[src/rtl/wide_vec_stream_bridge_if.sv]
// Handshake bundle between the serial stimulus harness and the wide-vector bridge.
// The s_* group carries input words toward the DUT vector, the m_* group carries
// snapshot words back out.
interface wide_vec_stream_bridge_if #(
  parameter int WORD_W = 32
);
  logic              s_valid;
  logic              s_ready;
  logic [WORD_W-1:0] s_data;
  logic              m_valid;
  logic              m_ready;
  logic [WORD_W-1:0] m_data;
  logic              m_last;

  // Harness side: produces input words and consumes output words.
  modport master (
    output s_valid, s_data, m_ready,
    input  s_ready, m_valid, m_data, m_last
  );

  // Bridge side.
  modport slave (
    input  s_valid, s_data, m_ready,
    output s_ready, m_valid, m_data, m_last
  );
endinterface

[src/rtl/wide_vec_stream_bridge.sv]
// Serial-to-wide bridge: gathers N_IN stream words into a staging register,
// commits them atomically onto dut_in, waits EVAL_CYCLES, snapshots dut_out and
// returns the snapshot as N_OUT stream words.
//
//   state   | meaning
//   --------+-----------------------------------------------------------
//   ST_LOAD | accepting input words into staging, dut_in held
//   ST_EVAL | dut_in committed, counting the evaluation window
//   ST_SEND | streaming snapshot words out, last word flagged
module wide_vec_stream_bridge #(
  parameter int WORD_W      = 32,
  parameter int N_IN        = 3,
  parameter int N_OUT       = 3,
  parameter int EVAL_CYCLES = 1
) (
  input  logic                    clk,
  input  logic                    rst,
  wide_vec_stream_bridge_if.slave bus,
  output logic [N_IN*WORD_W-1:0]  dut_in,
  input  logic [N_OUT*WORD_W-1:0] dut_out,
  output logic                    busy
);

  localparam int IN_W   = $clog2((N_IN > 2) ? N_IN : 2);
  localparam int OUT_W  = $clog2((N_OUT > 2) ? N_OUT : 2);
  localparam int EVAL_W = $clog2((EVAL_CYCLES > 2) ? EVAL_CYCLES : 2);

  typedef enum logic [1:0] {
    ST_LOAD = 2'd0,
    ST_EVAL = 2'd1,
    ST_SEND = 2'd2
  } state_t;

  state_t                  state_q;
  state_t                  state_d;
  logic [IN_W-1:0]         in_idx;
  logic [OUT_W-1:0]        out_idx;
  logic [EVAL_W-1:0]       eval_cnt;
  logic [N_IN*WORD_W-1:0]  stage_q;
  logic [N_IN*WORD_W-1:0]  stage_merged;
  logic [N_OUT*WORD_W-1:0] snap_q;
  logic [WORD_W-1:0]       out_word;
  logic                    in_fire;
  logic                    out_fire;
  logic                    in_last;
  logic                    out_last;
  logic                    eval_done;

  // Handshakes are qualified by state, not by the ready outputs, so that the
  // ready/valid decode never feeds back into the next-state logic.
  assign in_fire   = (state_q == ST_LOAD) && bus.s_valid;
  assign out_fire  = (state_q == ST_SEND) && bus.m_ready;
  assign in_last   = (in_idx == IN_W'(N_IN - 1));
  assign out_last  = (out_idx == OUT_W'(N_OUT - 1));
  assign eval_done = (eval_cnt == EVAL_W'(EVAL_CYCLES - 1));

  // Staging contents with the word being accepted this cycle merged in.
  always_comb begin
    stage_merged = stage_q;
    for (int k = 0; k < N_IN; k++) begin
      if (in_idx == IN_W'(k)) stage_merged[k*WORD_W +: WORD_W] = bus.s_data;
    end
  end

  // Select the snapshot word currently being presented.
  always_comb begin
    out_word = '0;
    for (int j = 0; j < N_OUT; j++) begin
      if (out_idx == OUT_W'(j)) out_word = snap_q[j*WORD_W +: WORD_W];
    end
  end

  // State register.
  always_ff @(posedge clk) begin
    if (rst) state_q <= ST_LOAD;
    else     state_q <= state_d;
  end

  // Next-state decode and state-only outputs, forced quiet while in reset.
  always_comb begin
    state_d     = state_q;
    bus.s_ready = 1'b0;
    bus.m_valid = 1'b0;
    bus.m_last  = 1'b0;
    bus.m_data  = '0;
    busy        = 1'b0;
    unique case (state_q)
      ST_LOAD: if (in_fire && in_last)   state_d = ST_EVAL;
      ST_EVAL: if (eval_done)            state_d = ST_SEND;
      ST_SEND: if (out_fire && out_last) state_d = ST_LOAD;
      default:                           state_d = ST_LOAD;
    endcase
    if (!rst) begin
      bus.s_ready = (state_q == ST_LOAD);
      bus.m_valid = (state_q == ST_SEND);
      bus.m_last  = (state_q == ST_SEND) && out_last;
      bus.m_data  = (state_q == ST_SEND) ? out_word : '0;
      busy        = (state_q == ST_EVAL) || (state_q == ST_SEND);
    end
  end

  // Staging, atomic commit, evaluation window and snapshot datapath.
  always_ff @(posedge clk) begin
    if (rst) begin
      in_idx   <= '0;
      out_idx  <= '0;
      eval_cnt <= '0;
      stage_q  <= '0;
      dut_in   <= '0;
      snap_q   <= '0;
    end else begin
      if (in_fire) begin
        stage_q <= stage_merged;
        if (in_last) begin
          dut_in   <= stage_merged;
          in_idx   <= '0;
          eval_cnt <= '0;
        end else begin
          in_idx <= in_idx + 1'b1;
        end
      end
      if (state_q == ST_EVAL) begin
        if (eval_done) begin
          snap_q  <= dut_out;
          out_idx <= '0;
        end else begin
          eval_cnt <= eval_cnt + 1'b1;
        end
      end
      if (out_fire) begin
        if (out_last) out_idx <= '0;
        else          out_idx <= out_idx + 1'b1;
      end
    end
  end

endmodule

[src/flat_wrapper.sv]
// flat-port wrapper written by rule: the top's interface ports become plain ports
module wide_vec_stream_bridge_flat 
#(
  parameter int WORD_W      = 32,
  parameter int N_IN        = 3,
  parameter int N_OUT       = 3,
  parameter int EVAL_CYCLES = 1
)
  (clk, rst, dut_in, dut_out, busy, bus_s_valid, bus_s_data, bus_m_ready, bus_s_ready, bus_m_valid, bus_m_data, bus_m_last);
  wide_vec_stream_bridge_if #(.WORD_W(WORD_W)) bus_i ();
  input  logic clk;
  input  logic rst;
  output logic [N_IN*WORD_W-1:0] dut_in;
  input  logic [N_OUT*WORD_W-1:0] dut_out;
  output logic busy;
  input wire logic [$bits(bus_i.s_valid)-1:0] bus_s_valid;
  input wire logic [$bits(bus_i.s_data)-1:0] bus_s_data;
  input wire logic [$bits(bus_i.m_ready)-1:0] bus_m_ready;
  output wire logic [$bits(bus_i.s_ready)-1:0] bus_s_ready;
  output wire logic [$bits(bus_i.m_valid)-1:0] bus_m_valid;
  output wire logic [$bits(bus_i.m_data)-1:0] bus_m_data;
  output wire logic [$bits(bus_i.m_last)-1:0] bus_m_last;
  assign bus_i.s_valid = bus_s_valid;
  assign bus_i.s_data = bus_s_data;
  assign bus_i.m_ready = bus_m_ready;
  assign bus_s_ready = bus_i.s_ready;
  assign bus_m_valid = bus_i.m_valid;
  assign bus_m_data = bus_i.m_data;
  assign bus_m_last = bus_i.m_last;
  wide_vec_stream_bridge #(.WORD_W(WORD_W), .N_IN(N_IN), .N_OUT(N_OUT), .EVAL_CYCLES(EVAL_CYCLES)) u_core (.clk(clk), .rst(rst), .bus(bus_i), .dut_in(dut_in), .dut_out(dut_out), .busy(busy));
endmodule
[config.mk]
export PLATFORM = sky130hd
export DESIGN_NAME = wide_vec_stream_bridge_flat
export DESIGN_NICKNAME = d
export VERILOG_FILES = /design/src/rtl/wide_vec_stream_bridge_if.sv /design/src/rtl/wide_vec_stream_bridge.sv /design/src/flat_wrapper.sv
export SDC_FILE = /design/constraint.sdc
export NUM_CORES = 1
export LEC_CHECK = 0
export ABC_AREA = 1
export CAP_MARGIN = 40
export CORE_MARGIN = 1
export CORE_UTILIZATION = 45
export CTS_CLUSTER_SIZE = 28
export DETAILED_ROUTE_END_ITERATION = 10
export PLACE_DENSITY = 0.84
export SYNTH_ARGS = -nofsm -noshare
export SYNTH_HDL_FRONTEND = slang
export SYNTH_SLANG_ARGS = --single-unit
export TNS_END_PERCENT = 100
[constraint.sdc]
create_clock -name clk -period 1.75 [get_ports clk]
set_input_delay 0.35 -clock clk [delete_from_list [all_inputs] [get_ports clk]]
set_output_delay 0.35 -clock clk [all_outputs]
set_load 0.05 [all_outputs]
==> results.tsv, run 1 <==
metric	value	unit
violations	setup timing	
gp_congestion	0.830	
dr.pass1.iters	5	
slew_headroom	52.8	%
syn_area_per_cell	7.38	um2
rsz0062_at_grt	true	
worst_setup_path_end_kind	output port	
status	finished with violations	
ys_types	23	
rrSetupSlack	-0.04	ns
crit_chain	inv_4 > nor2_4 > buf_6 > buf_12 > nand2_1 > nand3_2 > nand2_2 > clkinvlp_4 > buf_8	
dp_hpwl	18900	um
worstSetupPathType	flop to output port	
hp-class	input pin to flop	
clockBufferDepth	3	
critPathSlowestCell	dfxtp_4	
max_freq	0.447	GHz
core	21200	um2
drv_cap	0	
min_period	2.24	ns
vias_per_cell	5.40	
antenna_found_initial	2	
cts_inserted_buffers	27	
clk_pin_slew_worst_paths	0.06	ns
finalSetupViolations	37	
io_pins	264	
layout-drive-gt1-share	23.4	%
grt_max_degree	195	
cts_root_buf	clkbuf_16	
required	1.40	ns
ys_warn_count	0	
antenna_left	0	
die-area	22500	um2
slew_violations	0	
power_density	1330	nW/um2
route.vias.total	10200	
cts_tree	done	
drt_iter0_drc	781	
grt_pass1_wl	49700	um
die_w	150	um
power	20.2	mW
layout.nets	1733	
critPathArrivalTime	1.89	ns
die_y	150	um
crit_fanout	6	
layout_setup_ws	-0.487	ns
grt_overflow	0	
rows	53	
drc	0	
finalNonFillerCells	1894	
skew	0.0162	ns
h-tree-depth	1	
grt_pass1_vias	9663	
syn2layout_area_growth	54.2	%
tightest_slew	0.709	ns
synthCells	1336	
clk_latency	0.54	ns
syn_area	9860	um2
hold_violations	0	
post_drt_wl_per_cell	17.7	um
cpPeakStageDelay	0.40	ns
grt_usage	27.7	%
synth-seq-cells	263	
clock_sinks	263	
dpl.cell_count	1815	
synth-seq-area-share	53.4	%
wl	33500	um
ctsHoldBuffers	0	
vdd_drop_max	0.865	mV
post-route-util	71.6	%
syn_nets	1473	
io_buffers	263	
timing.final.crit_share	128	%
start_util	46.5	%
startpoint_type	flop	
leakagePower	6.15	nW
## registers in the layout, indices dropped and copies added (netlist names)
register,count
u_core.in_idx,2
u_core.out_idx,2
u_core.stage_q,64
u_core.dut_in,96
u_core.eval_cnt,1
u_core.state_q,2
u_core.snap_q,96
## logic make-up (layout without fill, tap and decap cells)
| family | after synthesis | after routing | share of synthesized area (%) |
|---|---|---|---|
| compound gates | 284 | 284 | 14.7 |
| simple gates | 662 | 662 | 25.7 |
| flops | 263 | 263 | 53.4 |
| fa+ha+maj | 5 | 5 | 0.635 |
| other cells | 0 | 2 | 0 |
| buf+inv | 122 | 403 | 5.47 |
## final cells by class
type | instances | area (um2)
Antenna cell | 2 | 5.00
Sequential cell | 263 | 5270
Fill cell | 1467 | 6020
Inverter | 27 | 139
Clock inverter | 12 | 173
Tap cell | 275 | 344
Clock buffer | 38 | 787
Multi-Input combinational cell | 951 | 4850
Timing Repair Buffer | 326 | 3640
## worst max-delay path: cells and delay by family (launching register included)
family / cells / cell delay [ns]
buf+inv: 5 / 0.54
flops: 1 / 0.40
simple gates: 4 / 0.41
## routing by layer
| metal | vias to the layer above | part of all wire, % | global-route usage [%] |
|---|---|---|---|
| li1 | 4798 | - | - |
| met1 | 4796 | 38 | 33.3 |
| met2 | 542 | 49 | 47.5 |
| met3 | 95 | 10 | 7.04 |
| met4 | 0 | 3.3 | 10.2 |
| met5 | - | 0 | 0 |
## through the flow
step	hold slack, ns	setup slack, ns	cell area [um2]	setup TNS, ns
5_1_grt	0.374	-0.541	15200	-17.18
4_1_cts	0.350	-0.462	14900	-14.54
3_5_place_dp	0.452	-0.0777	13300	-3.44
3_3_place_gp	0.448	-0.0171	13300	-0.163
2_1_floorplan	0.433	-0.169	10200	-0.282
6_report	0.370	-0.487	15200	-14.95
## synth_stat cells
master    instances  area [um2]
nor2_1          396        1490
dfxtp_1         263        5270
nand2_1         247         927
o21ai_0         184         921
a21oi_1          68         340
clkbuf_1         64         240
inv_1            24        90.1
a31oi_1          22         138
buf_2            20         100
nand3_1          11        55.1
o21ai_1           8        40.0
buf_4             7        52.6
ha_1              5        62.6
buf_6             4        45.0
a211oi_1          2        15.0
inv_2             2        7.51
nand4_1           2        12.5
nor3_4            2        32.5
clkinv_1          1        3.75
nand2_2           1        6.26
nor2_2            1        6.26
nor3_1            1        5.00
nor4_1            1        6.26
## where the power goes
group	switching, mW	total [mW]	leakage, nW	internal [mW]
logic	3.64	6.13	3.53	2.49
clock network	2.41	6.13	0.469	3.72
registers	0.808	7.97	2.15	7.16
total	6.85	20.2	6.15	13.4
## path summary, 6_finish.rpt
check	endpoint	cells past startpoint	startpoint
setup / recovery	bus_m_data[28]	9	u_core.out_idx[1]
hold / removal	u_core.dut_in[19]	3	rst
setup reg to reg	u_core.snap_q[48]	7	u_core.state_q[1]
hold reg to reg	u_core.dut_in[56]	2	u_core.dut_in[56]
## cell usage in the layout (no fill, tap or decap), types with 4 or more instances in the layout
| master | instances |
|---|---|
| clkbuf_1 | 4 |
| buf_6 | 14 |
| nor2_1 | 391 |
| clkbuf_16 | 30 |
| o21ai_1 | 9 |
| dfxtp_1 | 259 |
| bufinv_16 | 4 |
| buf_4 | 121 |
| o21ai_0 | 183 |
| inv_1 | 7 |
| nand2_4 | 30 |
| clkinv_2 | 4 |
| nand3_2 | 9 |
| buf_12 | 46 |
| a31oi_4 | 22 |
| inv_2 | 10 |
| nand2_2 | 40 |
| a21oi_1 | 68 |
| clkdlybuf4s50_1 | 130 |
| nor2_4 | 6 |
| nand2_1 | 177 |
| clkbuf_8 | 7 |
| clkinvlp_4 | 4 |
| buf_8 | 4 |
| inv_4 | 7 |
| buf_16 | 4 |
## what timing repair did
item                                    4_1_cts  5_1_grt
buffers inserted                             11        8
resized for setup                           107       73
cloned                                        8        4
pin swaps                                    31       30
endpoints found under the setup margin       36      147
Note: power is estimated with default switching activity, not from simulation.
==> inputs of run 2 (changes only) <==
CTS_CLUSTER_DIAMETER = 120   (was unset)
==> run 2 against run 1 <==
  * The flow still finishes with violations (setup timing)
  * Highest routed layer unchanged
  * Critical path type unchanged
  * Clock skew increased by 0.0038 ns
  * Sequential cell count did not move
  * Count of clock-buffer cells in the layout is 25 lower
  * Power decreased by 15%
  * Global-route usage fell by 0.89 points
==> results.tsv, run 2 (synthesized netlist as in run 1, its figures left out) <==
metric	value	unit
grt_pass1_wl	47700	um
antenna_left	0	
layout_setup_ws	-0.481	ns
violations	setup timing	
grt_pass1_vias	9276	
dp_hpwl	18900	um
dp_slack	-0.0777	ns
rrSetupSlack	0.08	ns
die-area	22500	um2
die_w	150	um
slew_headroom	52.3	%
clockBufferDepth	3	
largest_registers	u_core.dut_in (96), u_core.snap_q (96), u_core.stage_q (64)	
required	1.40	ns
startpoint_type	flop	
slew_violations	0	
cts_tree	done	
die_y	150	um
drv_cap	0	
cts_inserted_buffers	13	
wl	31500	um
finalNonFillerCells	1861	
rows	53	
grt_max_degree	195	
io_buffers	263	
post-route-util	68.5	%
vdd_drop_max	0.886	mV
worstSetupPathType	flop to output port	
hold_violations	0	
clock_sinks	263	
ctsHoldBuffers	0	
final_common_cell	nor2_1	
drc	0	
cts_root_buf	clkbuf_16	
power_density	1180	nW/um2
post_drt_wl_per_cell	16.9	um
grt_overflow	0	
dr.pass1.iters	5	
crit_fanout	8	
timing.final.crit_share	127	%
vias_per_cell	5.30	
route.vias.total	9859	
skew	0.0200	ns
io_pins	264	
n_antenna_cell	0	
finalSetupViolations	36	
drt_iter0_drc	676	
min_period	2.23	ns
rsz0062_at_grt	true	
clk_pin_slew_worst_paths	0.12	ns
layout_common_cells	nor2_1, dfxtp_1, nand2_1	
clk_latency	0.49	ns
worst_setup_path_end_kind	output port	
h-tree-depth	1	
max_freq	0.448	GHz
leakagePower	5.70	nW
layout.nets	1723	
dpl.cell_count	1815	
layout-drive-gt1-share	20.6	%
hp-class	input pin to flop	
grt_usage	26.8	%
power	17.2	mW
critPathArrivalTime	1.88	ns
start_util	46.5	%
gp_congestion	0.830	
tightest_slew	0.715	ns
syn2layout_area_growth	47.4	%
antenna_found_initial	0	
status	finished with violations	
core	21200	um2
-- run 2: where the power goes --
| part | internal (mW) | switching [mW] | total [mW] |
|---|---|---|---|
| Sequential | 7.15 | 0.716 | 7.86 |
| Combinational | 2.52 | 3.48 | 6.00 |
| Clock | 1.39 | 1.94 | 3.33 |
-- run 2: worst paths after layout --
kind / startpoint / to / depth (start not counted)
worst max register to register: u_core.state_q[0] / u_core.dut_in[12] / 9
worst min-delay path: rst / u_core.dut_in[28] / 3
worst min register to register: u_core.dut_in[56] / u_core.dut_in[56] / 2
worst max-delay path: u_core.out_idx[1] / bus_m_data[0] / 7
-- run 2: per-stage QoR --
step	hold slack, ns	area (um2)	setup TNS (ns)
2_1_floorplan	0.433	10200	-0.282
3_3_place_gp	0.448	13300	-0.163
3_5_place_dp	0.452	13300	-3.44
4_1_cts	0.398	14300	-13.70
5_1_grt	0.413	14500	-16.98
6_report	0.416	14500	-14.85
-- run 2: critical path: stages (launching register included) --
cell     delay [ns]
dfxtp_4        0.39
buf_12         0.13
nor2_4         0.14
buf_6          0.16
buf_16         0.17
nand2_4        0.06
a31oi_4        0.18
buf_12         0.16
-- run 2: final cells by class --
class | count | area (um2)
fill | 1598 | 6690
sequential | 263 | 5270
multi-input combinational | 951 | 4690
timing repair buffer | 330 | 3730
tap | 275 | 344
clock buffer | 13 | 325
inverter | 27 | 139
clock inverter | 2 | 28.8
-- run 2: metal layers --
layer	GRT usage [%]	vias to the layer above	part of all wire [%]
li1	-	4746	-
met1	32.7	4613	39
met2	45.7	446	49
met3	6.98	54	9.8
met4	8.89	0	2.7
met5	0	-	0
-- run 2: timing repair --
item	4_1_cts	5_1_grt
gates cloned	9	3
setup endpoints to repair	36	115
buffers inserted	15	7
pin swaps	29	18
gates resized for setup	98	40
